--- src/rtl/bch_pkg.sv ---
// Shared GF(2^M) helpers and FSM state type for the
// BCH Chien search block.
package bch_pkg;

  typedef enum logic [1:0] {
    IDLE,
    SEARCH,
    DONE
  } state_t;

  function automatic logic [16:0] prim_poly(input int m);
    logic [16:0] p;
    case (m)
      2:       p = 17'h00007;
      3:       p = 17'h0000b;
      4:       p = 17'h00013;
      5:       p = 17'h00025;
      6:       p = 17'h00043;
      7:       p = 17'h00089;
      8:       p = 17'h0011d;
      9:       p = 17'h00211;
      10:      p = 17'h00409;
      11:      p = 17'h00805;
      12:      p = 17'h01053;
      13:      p = 17'h0201b;
      14:      p = 17'h04443;
      15:      p = 17'h08003;
      16:      p = 17'h1100b;
      default: p = 17'h00013;
    endcase
    return p;
  endfunction

  // Shift-and-add multiply, MSB of b first.
  function automatic logic [15:0] gf_mult(
    input logic [15:0] a,
    input logic [15:0] b,
    input int          m
  );
    logic [16:0] r;
    logic [16:0] poly;
    poly = prim_poly(m);
    r = '0;
    for (int i = 15; i >= 0; i--) begin
      if (i < m) begin
        r = {r[15:0], 1'b0};
        if (r[m]) r = r ^ poly;
        if (b[i]) r = r ^ {1'b0, a};
      end
    end
    return r[15:0];
  endfunction

  function automatic logic [15:0] gf_pow(
    input int e,
    input int m
  );
    logic [15:0] r;
    int q;
    int ee;
    q  = (1 << m) - 1;
    ee = e % q;
    r  = 16'h1;
    for (int i = 15; i >= 0; i--) begin
      r = gf_mult(r, r, m);
      if (ee[i]) r = gf_mult(r, 16'h2, m);
    end
    return r;
  endfunction

  function automatic logic [15:0] alpha_neg(
    input int e,
    input int m
  );
    int q;
    q = (1 << m) - 1;
    return gf_pow((q - (e % q)) % q, m);
  endfunction

endpackage

--- src/rtl/bch_chien_cell.sv ---
// One Chien lane: evaluates the locator at offset K
// from the current register point and flags a root.
module bch_chien_cell
  import bch_pkg::*;
#(
  parameter int M = 4,
  parameter int T = 2,
  parameter int K = 0
) (
  input  logic [T*M-1:0] r,
  output logic           zero
);

  logic [15:0] term [T];

  for (genvar j = 1; j <= T; j++) begin : g_term
    localparam logic [15:0] C = alpha_neg(j * K, M);
    assign term[j-1] =
      gf_mult(16'(r[j*M-1 -: M]), C, M);
  end

  logic [15:0] s;

  always_comb begin
    s = 16'h1;
    for (int j = 0; j < T; j++) s = s ^ term[j];
    zero = (s == 16'h0);
  end

endmodule

--- src/rtl/bch_chien_search.sv ---
// Chien search: P roots per cycle over N positions,
// registered error vector, count and degree check.
module bch_chien_search
  import bch_pkg::*;
#(
  parameter int M = 4,
  parameter int T = 2,
  parameter int N = 15,
  parameter int P = 1
) (
  input  logic                     clk,
  input  logic                     rst,
  input  logic                     start_i,
  input  logic [T*M-1:0]           lambda_i,
  input  logic [$clog2(T+1)-1:0]   deg_i,
  output logic                     ready_o,
  output logic                     valid_o,
  output logic [N-1:0]             error_vector_o,
  output logic [$clog2(N+1)-1:0]   err_count_o,
  output logic                     fail_o
);

  localparam int C  = N / P;
  localparam int CW = (C > 1) ? $clog2(C) : 1;
  localparam int DW = $clog2(T + 1);
  localparam int EW = $clog2(N + 1);

  state_t          state;
  state_t          state_n;
  logic [CW-1:0]   cnt;
  logic [DW-1:0]   deg_q;
  logic [T*M-1:0]  r;
  logic [T*M-1:0]  r_step;
  logic [P-1:0]    zero;
  logic [N-1:0]    ev_n;
  logic [EW-1:0]   hits;

  for (genvar k = 0; k < P; k++) begin : g_lane
    bch_chien_cell #(
      .M(M),
      .T(T),
      .K(k)
    ) u_cell (
      .r    (r),
      .zero (zero[k])
    );
  end

  // Advance every coefficient by P positions per cycle.
  for (genvar j = 1; j <= T; j++) begin : g_step
    localparam logic [15:0] S = alpha_neg(j * P, M);
    assign r_step[j*M-1 -: M] =
      M'(gf_mult(16'(r[j*M-1 -: M]), S, M));
  end

  always_comb begin
    ev_n = error_vector_o;
    hits = '0;
    for (int k = 0; k < P; k++) begin
      if (zero[k]) begin
        ev_n[int'(cnt) * P + k] = 1'b1;
        hits = hits + EW'(1);
      end
    end
  end

  always_comb begin
    state_n = state;
    unique case (state)
      IDLE:    if (start_i) state_n = SEARCH;
      SEARCH:  if (cnt == CW'(C - 1)) state_n = DONE;
      DONE:    state_n = IDLE;
      default: state_n = IDLE;
    endcase
  end

  assign ready_o = (state == IDLE);

  always_ff @(posedge clk) begin
    if (rst) begin
      state          <= IDLE;
      cnt            <= '0;
      r              <= '0;
      deg_q          <= '0;
      error_vector_o <= '0;
      err_count_o    <= '0;
      fail_o         <= 1'b0;
      valid_o        <= 1'b0;
    end else begin
      state   <= state_n;
      valid_o <= 1'b0;
      unique case (state)
        IDLE: begin
          if (start_i) begin
            deg_q          <= deg_i;
            r              <= lambda_i;
            error_vector_o <= '0;
            err_count_o    <= '0;
            fail_o         <= 1'b0;
            cnt            <= '0;
          end
        end
        SEARCH: begin
          r              <= r_step;
          error_vector_o <= ev_n;
          err_count_o    <= err_count_o + hits;
          if (cnt != CW'(C - 1)) cnt <= cnt + CW'(1);
        end
        DONE: begin
          valid_o <= 1'b1;
          fail_o  <= (int'(err_count_o) != int'(deg_q));
        end
        default: ;
      endcase
    end
  end

endmodule

--- config.mk ---
export PLATFORM = sky130hd
export DESIGN_NAME = bch_chien_search
export DESIGN_NICKNAME = d
export VERILOG_FILES = /design/src/rtl/bch_pkg.sv /design/src/rtl/bch_chien_cell.sv /design/src/rtl/bch_chien_search.sv
export SDC_FILE = /design/constraint.sdc
export NUM_CORES = 1
export LEC_CHECK = 0
export CAP_MARGIN = 25
export CELL_PAD_IN_SITES_DETAIL_PLACEMENT = 1
export CELL_PAD_IN_SITES_GLOBAL_PLACEMENT = 1
export CORE_ASPECT_RATIO = 1.4
export CORE_UTILIZATION = 34
export CTS_CLUSTER_DIAMETER = 60
export DETAILED_ROUTE_END_ITERATION = 6
export GPL_TIMING_DRIVEN = 0
export PLACE_DENSITY_LB_ADDON = 0.1
export SETUP_SLACK_MARGIN = 0.5
export SLEW_MARGIN = 15
export SYNTH_ARGS = -nofsm -noshare
export SYNTH_HDL_FRONTEND = slang
export SYNTH_HIERARCHICAL = 1
export SYNTH_SLANG_ARGS = --single-unit
--- constraint.sdc ---
create_clock -name clk -period 2 [get_ports clk]
set_clock_uncertainty 0.15 [all_clocks]
set_input_delay 0.4 -clock clk [delete_from_list [all_inputs] [get_ports clk]]
set_output_delay 0.4 -clock clk [all_outputs]
set_load 0.01 [all_outputs]
==> key figures <==
Drt
  • ANT nets after route: 0
  • DRC: 0
  • Met2 routed WL: around 3.3 mm
  • Drt pass-1 iters: 4
  • Top sig layer: met4
  • Drt wl/cell: around 18 µm
  • Drt first-iter violations: 48
  • Routed WL: 5.59 mm
  • Met1 WL: between 2 and 2.5 mm
  • Vias per inst: 5.30
  • Routed wl met3: 135 µm
  • Via count: 1,659

Job
  • Max_cap viols: 0

Logic synthesis
  • Post-synth top flop: dfxtp_1
  • Cell area after synthesis: 1700 µm²
  • Sequential cell area fraction in the yosys report: 43.5%
  • Flops & latches, synth: 37
  • Synth top cells by count: dfxtp_1 (37), nor2_1 (25), a31oi_1 (16), a21oi_1 (14), inv_1 (10)
  • Asr flop ratio synth: 0%
  • Synth top area cells: dfxtp_1 (43%), a31oi_1 (5.9%), nor2_1 (5.5%), ha_1 (4.4%), a21oi_1 (4.1%)
  • Top-count cell post-synth: dfxtp_1
  • Avg Inst Size Synth: 8.92 µm²
  • Syn Inst Count: around 190
  • Leading area contributor after synthesis: dfxtp_1
  • Area share of the largest cell type after synthesis: 43.5%
  • Yosys cell types: between 40 and 50
  • Synth warnings: 6
  • Syn_nets: 210
  • Post-synth EDFFs: 0

Global routing
  • Grt ovf: 0
  • Largest net degree at the start of global routing: 12
  • First-pass GRT wire length: between 8 and 9 mm
  • Tot GR Track Use: 21.2%
  • Vias in the first global route: 1,730
  • Antenna violations before repair: 0

Timing
  • Final setup viols: 1
  • Fmax: about 0.50 GHz
  • Max_slew headroom: 77.0%
  • RSZ-0062 raised after global routing: true
  • Actual slew at the worst max-slew pin: 344 ps
  • Final WS setup: -2.84 ps
  • Setup Total Neg Slack: -2.84 ps
  • Hold Vio Cnt, Final: 0
  • Final min period: 2000 ps
  • Fin. max-slew vios: 0
  • Final worst-path cycle share: 100%

Min path
  • Hold wc startpoint: error_vector_o[7]
  • Hold WC Path Type: register to register

Floorplan
  • Area of the die: 5300 µm²
  • Initial core utilization: 35.2%
  • Core area: 4840 µm²
  • Die width: 61.8 µm
  • Top Ports: 35
  • Num rows: 30
  • Die height: 85.8 µm

Placed design
  • Final GP Congestion: 0.789
  • DP Worst Slack: -133 ps
  • Placed cells: ~290
  • Cell area after placement: ~2200 µm²
  • Port Buffers: 34
  • Dpl hpwl: 3.54 mm

Critical path
  • FF-to-FF End: err_count_o[2]
  • CP Launch Point: r[7]
  • Kind of critical path: register to register
  • R2r worst-path depth: 7
  • Slowest stage delay, CP: 370 ps
  • Crit path capture: err_count_o[2]
  • Nature of the critical path startpoint: register
  • Crit. End Element: register
  • CP Data Arrival Time: 2070 ps
  • Critical-path top delay cell: nor4_4
  • CP Cell Sequence: xor2_2 > nor4_4 > ha_2 > ha_4 > inv_1 > or3_1 > a21oi_1
  • R2R Path Start: r[7]
  • Worst-path maximum fanout: 3
  • Flop-to-flop setup slack: -3 ps
  • Worst path required time: 2060 ps

Clock tree
  • Max clock buf depth: 2
  • Skew-Pair Late Insertion Delay: 290 ps
  • Clk root buf: clkbuf_8
  • Clock H-tree levels: 2
  • CTS buffer count: 5
  • Clk slew on worst S/H paths: 80 ps
  • Hold_buf cts: 0
  • CTS tree: yes
  • CTS sink cnt: 37

Outcome
  • Violated checks: negative setup slack
  • Status: finished with violations

Layout
  • Share of layout cells above drive strength 1: 31.7%
  • Post-route insts no fill: 313
  • # diodes: 0
  • P&R area growth vs syn: 49.3%
  • Nets: between 200 and 300
  • Finished Cell Area: about 2500 µm²
  • Filler cell count: 547

Pwr
  • Worst IR Drop VDD: about 320 µV
  • Power, Total: 1620 µW
  • Total power per unit cell area: roughly 640 nW/µm²
  • Lkg Pwr: 0.00104 µW
-- metal layers --
metal  vias up  global-route usage, %
met5         -                      0
met4         0                   5.66
met3         6                   3.62
met2        31                   41.3
met1       830                   21.8
li1        792                      -
-- stage by stage --
step / hold slack [ps] / utilization (%)
after global placement: 297 / 44.5
after detailed placement: 309 / 44.5
after global routing: 341 / 52.6
after CTS: 320 / 48.7
after floorplan: 299 / -
final: 316 / 52.6
-- registers in the layout, indices dropped and copies added, names as in the netlist --
| register | count |
|---|---|
| fail_o | 1 |
| deg_q | 2 |
| r | 8 |
| cnt | 4 |
| valid_o | 1 |
| err_count_o | 4 |
| state | 2 |
| error_vector_o | 15 |
-- critical path, delay by kind of cell, from the launching register on --
| family | cells | cell delay, ps |
|---|---|---|
| AND/OR/NAND/NOR | 2 | 670 |
| adder cells (fa/ha/maj) | 2 | 390 |
| buffers and inverters | 1 | 40 |
| flip-flops | 1 | 360 |
| AO/OA/AOI/OAI | 1 | 130 |
| XOR/XNOR | 1 | 200 |
-- area by class of cell --
type / count / area (µm²) / share of cell area [%]
clock inverters: 2 / 10.0 / 0.393
flip-flops and latches: 37 / 763 / 30.0
repair buffers: 50 / 469 / 18.4
plain buffers: 12 / 124 / 4.87
well taps: 64 / 80.1 / 3.15
multi-input cells: 132 / 986 / 38.7
clock buffers: 6 / 72.6 / 2.85
inverters: 10 / 40.0 / 1.57
-- timing repair --
| action | CTS | global route |
|---|---|---|
| endpoints found under the hold margin | 0 | 0 |
| cloned | 1 | 0 |
| gates resized for setup | 46 | 51 |
| buffers inserted | 8 | 7 |
| pin swaps | 2 | 9 |
| setup endpoints to repair | 57 | 33 |
-- worst min path at each step --
stage	depth (start not counted)	endpoint
final	2	error_vector_o[7]
after global placement	2	error_vector_o[2]
after detailed placement	2	error_vector_o[2]
after CTS	2	error_vector_o[2]
after global routing	2	error_vector_o[10]
after floorplan	2	deg_q[0]
-- cells by family (layout without fill, tap and decap cells) --
group / after synthesis / count (layout) / synth area share (%)
multiplexers: 2 / 2 / 1.25
adder cells (fa/ha/maj): 6 / 6 / 4.41
buffers and inverters: 22 / 80 / 6.53
AND/OR/NAND/NOR: 60 / 60 / 19.0
XOR/XNOR: 7 / 7 / 3.60
AO/OA/AOI/OAI: 57 / 57 / 21.7
flip-flops: 37 / 37 / 43.5
-- where the power goes --
part / leakage (µW) / switching [µW] / total (µW) / internal, µW
clock: 0.0000450 / 272 / 514 / 242
combinational: 0.000688 / 155 / 316 / 161
sequential: 0.000307 / 29.6 / 791 / 762
total: 0.00104 / 456 / 1620 / 1160
-- layout by cell type, fill, tap and decap left out, types with 4 or more instances in the layout --
| cell type | netlist | routed |
|---|---|---|
| nor2_1 | 25 | 23 |
| dfxtp_1 | 37 | 25 |
| nand3_1 | 8 | 8 |
| dlygate4sd2_1 | 0 | 13 |
| nor2b_1 | 6 | 6 |
| a21oi_2 | 1 | 4 |
| dfxtp_2 | 0 | 9 |
| o21ai_0 | 9 | 9 |
| buf_6 | 2 | 9 |
| clkdlybuf4s15_1 | 0 | 9 |
| clkdlybuf4s50_1 | 0 | 11 |
| buf_4 | 1 | 13 |
| xnor2_1 | 4 | 4 |
| inv_1 | 10 | 9 |
| a31oi_1 | 16 | 16 |
| clkbuf_8 | 0 | 5 |
| a21oi_1 | 14 | 11 |
No activity file was read; power rests on OpenSTA's default activity.
